**src/rtl/arm_pipe_pkg.sv**
```systemverilog
// Shared pipeline definitions: register-index width and the memory-access sequencer states.
package arm_pipe_pkg;
  localparam int REG_W = 4;

  typedef enum logic [1:0] {
    RUN      = 2'd0,
    MEM_REQ  = 2'd1,
    MEM_WAIT = 2'd2
  } state_e;

  // True when an instruction reading src1 (and src2 if two_src) depends on dest.
  function automatic logic reads_reg(input logic [REG_W-1:0] src1,
                                     input logic [REG_W-1:0] src2,
                                     input logic             two_src,
                                     input logic [REG_W-1:0] dest);
    return (src1 == dest) | (two_src & (src2 == dest));
  endfunction
endpackage

```
**src/rtl/sat_counter.sv**
```systemverilog
// Up-counter that sticks at all-ones instead of wrapping.
module sat_counter #(
  parameter int W = 16
) (
  input  logic         clk,
  input  logic         rst,
  input  logic         en,
  input  logic         clr,
  output logic [W-1:0] count
);
  always_ff @(posedge clk) begin
    if (rst || clr)
      count <= '0;
    else if (en && (count != '1))
      count <= count + 1'b1;
  end
endmodule

```
**src/rtl/pipeline_hazard_controller.sv**
```systemverilog
// Stall/flush/freeze sequencer for the 5-stage pipeline: RAW bubbles, SRAM freeze with
// timeout, branch flush, and saturating stall/flush counters.
module pipeline_hazard_controller
  import arm_pipe_pkg::*;
#(
  parameter int TIMEOUT_CYCLES = 64,
  parameter int CNT_W          = 16
) (
  input  logic             clk,
  input  logic             rst,
  input  logic             fwd_en,
  input  logic [REG_W-1:0] id_src1,
  input  logic [REG_W-1:0] id_src2,
  input  logic             id_two_src,
  input  logic [REG_W-1:0] exe_dest,
  input  logic             exe_wb_en,
  input  logic             exe_mem_r_en,
  input  logic [REG_W-1:0] mem_dest,
  input  logic             mem_wb_en,
  input  logic             mem_r_en,
  input  logic             mem_w_en,
  input  logic             sram_ready,
  input  logic             exe_branch,
  output logic             hazard,
  output logic             freeze,
  output logic             flush,
  output logic             sram_req,
  output logic             mem_err,
  output logic [CNT_W-1:0] stall_count,
  output logic [CNT_W-1:0] flush_count
);
  localparam int WAIT_W = (TIMEOUT_CYCLES > 1) ? $clog2(TIMEOUT_CYCLES) : 1;
  localparam logic [WAIT_W-1:0] WAIT_LAST = WAIT_W'(TIMEOUT_CYCLES - 1);

  state_e            state;
  logic [WAIT_W-1:0] wait_cnt;
  logic              mem_acc, hit_x, hit_m, raw, freeze_c;

  assign mem_acc = (mem_r_en | mem_w_en) & ~mem_err;
  assign hit_x   = exe_wb_en & reads_reg(id_src1, id_src2, id_two_src, exe_dest);
  assign hit_m   = mem_wb_en & reads_reg(id_src1, id_src2, id_two_src, mem_dest);
  assign raw     = fwd_en ? (hit_x & exe_mem_r_en) : (hit_x | hit_m);

  // Freeze covers the request cycle itself so the MEM instruction never advances early.
  assign freeze_c = (state != RUN) | mem_acc;
  assign freeze   = ~rst & freeze_c;
  assign flush    = ~rst & exe_branch & ~freeze_c;
  assign hazard   = ~rst & raw & ~freeze_c & ~exe_branch;
  assign sram_req = ~rst & (state == MEM_REQ);

  always_ff @(posedge clk) begin
    if (rst) begin
      state    <= RUN;
      wait_cnt <= '0;
      mem_err  <= 1'b0;
    end else begin
      case (state)
        RUN:      if (mem_acc) state <= MEM_REQ;
        MEM_REQ: begin
          state    <= MEM_WAIT;
          wait_cnt <= '0;
        end
        MEM_WAIT: begin
          if (sram_ready)
            state <= RUN;
          else if (wait_cnt == WAIT_LAST) begin
            // Abandon the access; later requests pass through unfrozen so the pipe drains.
            mem_err <= 1'b1;
            state   <= RUN;
          end else
            wait_cnt <= wait_cnt + 1'b1;
        end
        default:  state <= RUN;
      endcase
    end
  end

  sat_counter #(.W(CNT_W)) u_stall_cnt (
    .clk   (clk),
    .rst   (rst),
    .en    (hazard | freeze),
    .clr   (1'b0),
    .count (stall_count)
  );

  sat_counter #(.W(CNT_W)) u_flush_cnt (
    .clk   (clk),
    .rst   (rst),
    .en    (flush),
    .clr   (1'b0),
    .count (flush_count)
  );
endmodule

```
**config.mk**
```make
export PLATFORM = sky130hd
export DESIGN_NAME = pipeline_hazard_controller
export DESIGN_NICKNAME = d
export VERILOG_FILES = /design/src/rtl/arm_pipe_pkg.sv /design/src/rtl/sat_counter.sv /design/src/rtl/pipeline_hazard_controller.sv
export SDC_FILE = /design/constraint.sdc
export NUM_CORES = 1
export LEC_CHECK = 0
export ABC_CLOCK_PERIOD_IN_PS = 3600
export BUFFER_PORTS_ARGS = -buffer_cell sky130_fd_sc_hd__buf_2
export CORE_ASPECT_RATIO = 1.75
export CORE_MARGIN = 3
export CORE_UTILIZATION = 50
export DETAILED_ROUTE_END_ITERATION = 16
export PLACE_DENSITY = 0.81
export SLEW_MARGIN = 0
export SYNTH_ARGS = -nofsm -noshare
export SYNTH_HDL_FRONTEND = slang
export SYNTH_SLANG_ARGS = --single-unit
```
**constraint.sdc**
```tcl
create_clock -name clk -period 3.6 [get_ports clk]
set_clock_uncertainty 0.15 [all_clocks]
set_input_delay 0.18 -clock clk [delete_from_list [all_inputs] [get_ports clk]]
set_output_delay 0.18 -clock clk [all_outputs]
set_load 0.01 [all_outputs]
```
==> results.toml, run 1 <==
[cts]
clock_sinks = 41
cts_tree = "done"
cts_hold_buf = 0
clk_path_buf_depth = 2
cts_setup_buffers = 0
path_clk_slew_ps = 80
htreeDepth = 2
cts.repair.resized = 0
cts_made_buffers = 5
clock_latency_ps = 290
clockRootBuffer = "clkbuf_8"

[timing]
min_period_over_period_pct = 70.8
hold_slack_ps = 110
finalMaxSlewViolations = 0
fin_tns_setup_ps = 0
max_freq_mhz = 393
period_needed_ps = 2550
fin_ws_ps = 1050
tightest_slew_ps = 1330
hold_violations = 0
rsz0062_at_grt = "false"
setup_viol = 0
slew_headroom_pct = 10.7

[routing]
firstDrtPassIters = 4
via_count = 2213
ant_nets = 0
drt-initial-drc-count = 46
routedWlPerCell_um = 13.7
wl_um = 5320
drcViolationCount = 0
vias_per_cell = 5.70

[status]
status = "finished clean"

[setup_path]
cpPeakStageDelay_ps = 1120
crit_type = "reg2reg"
cp_max_fo = 12
crit_family = "compound AO/OA/AOI/OAI gates"
worstPathCellList = "nor2_2 > nand2_1 > o31ai_1 > o21ai_0 > a21oi_1"
critPathBufInv = 0
end_kind = "register"
crit_slowest_cell = "o31ai_1"
cp.required_ps = 3670
worstPathArrival_ps = 2610
start_kind = "register"
r2r_slack_ps = 1050

[floorplan]
row_count = 32
io_pins = 64
start_util_pct = 52.1
die_w_um = 57.2
die_h_um = 95.6
die_area_um2 = 5470
core_area_um2 = 4400

[hold_path]
hp-class = "in2reg"

[cells_and_area]
final_layout_size_suffix_gt1_share_pct = 24.9
fill_cells = 427
area_delta_synth_final_pct = 19.1
num_antenna_cells = 0
fin_nets = 366
final_cells = 388

[placed_design]
place_congestion = 0.794
place_ws_ps = 1060
dp_hpwl_um = 4170
dp.cells = 380
port_buffers = 63

[yosys]
synth_cell_types = 47
syn-num-nets = 302
synth_area_per_cell_um2 = 8.44
synthArstFlopShare_pct = 0
synth_edf_count = 0
yosysWarnings = 0
ys.flop_type = "dfxtp_1"
postSynthCellCount = 272
ys_seq_area_share_pct = 35.8
synth-seq-cells = 41
netlist_area_um2 = 2290

[global_routing]
antenna_found_initial = 0
grt_overflow = 0
grt_first_pass_wirelength_um = 8840
grt_pass1_vias = 2089
grt.total_usage_pct = 20.3
grt_max_degree = 44

[pwr]
p_leak_nw = 1.06
report.power.total_mw = 0.883
ir_drop_mv = 0.328
power_density_nw_per_um2 = 323

[run]
cap_violations = 0
==> cell usage after synthesis, types with 5 or more instances <==
cell type	number	area share, %
xnor2_1	20	7.6
nand2_1	18	2.9
nor2_1	30	4.9
o31ai_1	7	2.3
nor2b_1	5	1.4
xor2_1	8	3.1
inv_1	15	2.5
nor3_1	5	1.1
nand4_1	14	3.8
dfxtp_1	41	36
nand3_1	12	2.6
a21oi_1	17	3.7
or3_1	10	2.7
o21ai_0	15	3.3
==> per-stage QoR <==
stage | utilization (%) | cell area, um^2
2_1_floorplan | - | 2290
3_3_place_gp | 59.9 | 2640
3_5_place_dp | 59.9 | 2640
4_1_cts | 62.1 | 2730
5_1_grt | 62.1 | 2730
6_report | 62.1 | 2730
==> layer usage <==
metal | routed length (um) | vias up | share of wire [%] | global-route usage (%)
met2 | 2900 | 61 | 54 | 38.9
met3 | 301 | 12 | 5.7 | 4.47
li1 | - | 1107 | - | -
met5 | 0 | - | 0 | 0
met1 | 1970 | 1033 | 37 | 20.0
met4 | 150 | 0 | 2.8 | 9.86
==> cells by family (layout without fill, tap and decap cells) <==
family / count (synthesis) / after routing / synth area share [%]
mux: 8 / 8 / 3.71
compound gates: 58 / 58 / 18.7
simple gates: 113 / 113 / 25.5
buf+inv: 21 / 86 / 4.03
fa+ha+maj: 3 / 3 / 1.64
xor+xnor: 28 / 28 / 10.7
flops: 41 / 41 / 35.8
==> where the power goes <==
group          leakage [nW]  internal, mW  total [mW]  switching [mW]
registers             0.331         0.459       0.468         0.00881
clock network        0.0512         0.155       0.314           0.159
logic                 0.680        0.0423       0.101          0.0584
==> path summary, 6_finish.rpt <==
| kind | cells after the start | endpoint | start |
|---|---|---|---|
| worst max-delay path | 5 | u_stall_cnt.count[3] | state[1] |
| worst min-delay path | 3 | state[0] | mem_r_en |
| worst max register to register | 5 | u_stall_cnt.count[3] | state[1] |
| worst min register to register | 2 | u_flush_cnt.count[10] | u_flush_cnt.count[10] |
==> layout make-up <==
type / count / area, um^2 / share of cell area (%)
timing repair buffer: 63 / 315 / 11.5
sequential: 41 / 821 / 30.0
clock buffer: 6 / 82.6 / 3.02
inverter: 15 / 56.3 / 2.06
tap: 51 / 63.8 / 2.33
clock inverter: 2 / 13.8 / 0.503
multi-input combinational: 210 / 1380 / 50.5
==> cells in the final DEF (no fill, tap or decap), types with 6 or more instances in the layout <==
cell type,netlist,routed
buf_2,1,63
dfxtp_1,41,41
nor2_1,30,30
xnor2_1,20,20
nand2_1,18,18
a21oi_1,17,17
inv_1,15,15
o21ai_0,15,15
nand4_1,14,14
nand3_1,12,12
or3_1,10,10
xor2_1,8,8
o31ai_1,7,7
clkbuf_8,0,6
==> tightest hold or removal path, delay by kind of cell <==
kind,cells,cell delay [ps]
buffers and inverters,1,110
and+or+nand+nor,1,50
AOI/OAI and AO/OA,1,170
==> sequential cells by signal, indices dropped and copies added (netlist names) <==
| name | flops |
|---|---|
| mem_err | 1 |
| state | 2 |
| u_flush_cnt.count | 16 |
| u_stall_cnt.count | 16 |
| wait_cnt | 6 |
(Power assumes the default switching activity.)
==> run 2, diff against run 1 <==
ABC_AREA = 1   (was default)
ABC_CLOCK_PERIOD_IN_PS = 2400   (was 3600)
PLACE_DENSITY = 0.8   (was 0.81)
clock period = 2.4 ns   (was 3.6 ns; I/O delays follow)
==> run 2 against run 1 <==
Against the previous run: total power increased by 63%; flip-flop and latch count unchanged; cell count increased by 28%; global-route usage decreased by 0.058 points; setup slack got worse by 650 ps; clock-buffer cell count increased by 1; critical path type unchanged; non-clock buffer count increased by 2; combinational power increased by 64%; critical path depth increased by 4; routed wire length increased by 11%; synthesized cell count increased by 39%; die area increased by 9.4%.
==> results.toml, run 2 <==
[yosys]
synthArstFlopShare_pct = 0
syn-num-nets = 408
synthTopCellsByArea = "dfxtp_1 (32%), nand2_1 (13%), inv_1 (7.7%)"
synth-seq-cells = 41
ys_top_cells_by_count = "nand2_1 (90), inv_1 (52), dfxtp_1 (41)"
postSynthCellCount = 378
netlist.top_cell.by_area = "dfxtp_1"
synth.most_common_cell = "nand2_1"
ys.flop_type = "dfxtp_1"
synth_area_per_cell_um2 = 6.70
yosys.area.top_type_share_pct = 32.4
ys_seq_area_share_pct = 32.4
yosysWarnings = 0
synth_edf_count = 0
synth_cell_types = 34
netlist_area_um2 = 2530

[cts]
cts_hold_buf = 1
path_clk_slew_ps = 80
cts.repair.resized = 0
clockRootBuffer = "clkbuf_8"
cts_tree = "done"
clock_latency_ps = 290
clk_path_buf_depth = 2
clock_sinks = 41
htreeDepth = 2
cts_setup_buffers = 0
cts_made_buffers = 5

[floorplan]
row_count = 33
start_util_pct = 52.8
io_pins = 64
die_area_um2 = 5990
core_area_um2 = 4790
die_w_um = 59.8
die_h_um = 100

[timing]
hold_slack_ps = 148
rsz0062_at_grt = "false"
finalMaxSlewViolations = 0
period_needed_ps = 2000
min_period_over_period_pct = 83.4
fin_tns_setup_ps = 0
slew_headroom_pct = 77.9
setup_viol = 0
tightest_slew_ps = 329
hold_violations = 0
max_freq_mhz = 500

[status]
status = "finished clean"

[global_routing]
grt_max_degree = 26
antenna_found_initial = 0
grt.total_usage_pct = 20.3
grt_overflow = 0
grt_pass1_vias = 2377
grt_first_pass_wirelength_um = 9700

[cells_and_area]
area_delta_synth_final_pct = 18.0
fill_cells = 454
final_layout_size_suffix_gt1_share_pct = 23.9
num_antenna_cells = 0
mostFrequentLayoutCell = "nand2_1"
fin_nets = 472
largestRegisters = "u_flush_cnt.count (16), u_stall_cnt.count (16), wait_cnt (6)"
final_cell_mix = "nand2_1 (90), buf_2 (63), inv_1 (52)"
final_cells = 495

[pwr]
ir_drop_mv = 0.391
power_density_nw_per_um2 = 483
p_leak_nw = 1.35
report.power.total_mw = 1.44

[placed_design]
dp.cells = 486
port_buffers = 63
place_congestion = 0.849
dp_hpwl_um = 4510

[setup_path]
crit_type = "reg2reg"
worstPathCellList = "ha_1 > nand3_2 > nor2_4 > nand2_2 > nor2_4 > nand2_4 > nand2_4 > nand2_1 > a21oi_2"
cpPeakStageDelay_ps = 470
worstPathArrival_ps = 2080
crit_slowest_cell = "dfxtp_1"
start_kind = "register"
critPathBufInv = 0
cp.required_ps = 2480
crit_family = "simple AND/OR/NAND/NOR gates"
end_kind = "register"
cp_max_fo = 16

[routing]
drcViolationCount = 0
drt-initial-drc-count = 91
wl_um = 5910
routedWlPerCell_um = 11.9
via_count = 2593
vias_per_cell = 5.24
ant_nets = 0
firstDrtPassIters = 4

[run]
cap_violations = 0

[hold_path]
hp-class = "in2reg"
[run 2: changes by cell type after synthesis, moves of 8 or more]
| cell | previous run | this run |
|---|---|---|
| nand4_1 | 14 | 6 |
| nand2_2 | 0 | 8 |
| xnor2_1 | 20 | 8 |
| a21oi_2 | 0 | 10 |
| inv_1 | 15 | 52 |
| nand3_1 | 12 | 28 |
| nor2_1 | 30 | 38 |
| nand2_1 | 18 | 90 |
| or3_1 | 10 | 0 |
[run 2: area by class of cell]
class | instances | area, um^2 | share of cell area (%)
clock buffers | 7 | 86.3 | 2.89
well taps | 52 | 65.1 | 2.18
inverters | 57 | 215 | 7.21
clock inverters | 1 | 30.0 | 1.01
repair buffers | 65 | 333 | 11.1
flip-flops and latches | 41 | 821 | 27.5
multi-input cells | 272 | 1440 | 48.1
[run 2: per-stage QoR]
| stage | setup slack [ps] | utilization [%] | cell area (um^2) |
|---|---|---|---|
| after global routing | 158 | 62.4 | 2990 |
| after floorplan | 564 | - | 2530 |
| after CTS | 408 | 62.4 | 2990 |
| after global placement | 527 | 59.7 | 2860 |
| after detailed placement | 435 | 59.7 | 2860 |
| final | 399 | 62.4 | 2990 |
[run 2: worst paths after layout]
kind	slack, ps	endpoint	cells past startpoint	startpoint
min	150	u_flush_cnt.count[13]	4	rst
min reg2reg	340	mem_err	2	mem_err
max	400	u_stall_cnt.count[13]	9	u_stall_cnt.count[0]
max reg2reg	400	u_stall_cnt.count[13]	9	u_stall_cnt.count[0]
[run 2: logic make-up after synthesis]
kind of cell	after synthesis	synth area share, %
AND/OR/NAND/NOR	196	35.5
buffers and inverters	65	10.8
AO/OA/AOI/OAI	53	12.8
flip-flops	41	32.4
XOR/XNOR	20	6.92
adder cells (fa/ha/maj)	3	1.48
[run 2: layer usage]
layer	global-route usage [%]	share of wire, %	vias to the layer above
met5	0	0	-
met4	6.14	1.9	0
met3	3.09	5.8	11
met2	39.0	54	83
met1	21.3	38	1171
li1	-	-	1328
[run 2: worst min-delay path: stages]
cell	delay, ps
buf_2	120
clkinv_2	160
nand2_1	80
nor2_1	70
[run 2: power by group]
group | total, mW | leakage, nW | internal, mW | switching (mW)
clock | 0.578 | 0.0585 | 0.339 | 0.238
combinational | 0.166 | 0.961 | 0.0602 | 0.106
sequential | 0.697 | 0.331 | 0.689 | 0.00879
total | 1.44 | 1.35 | 1.09 | 0.353
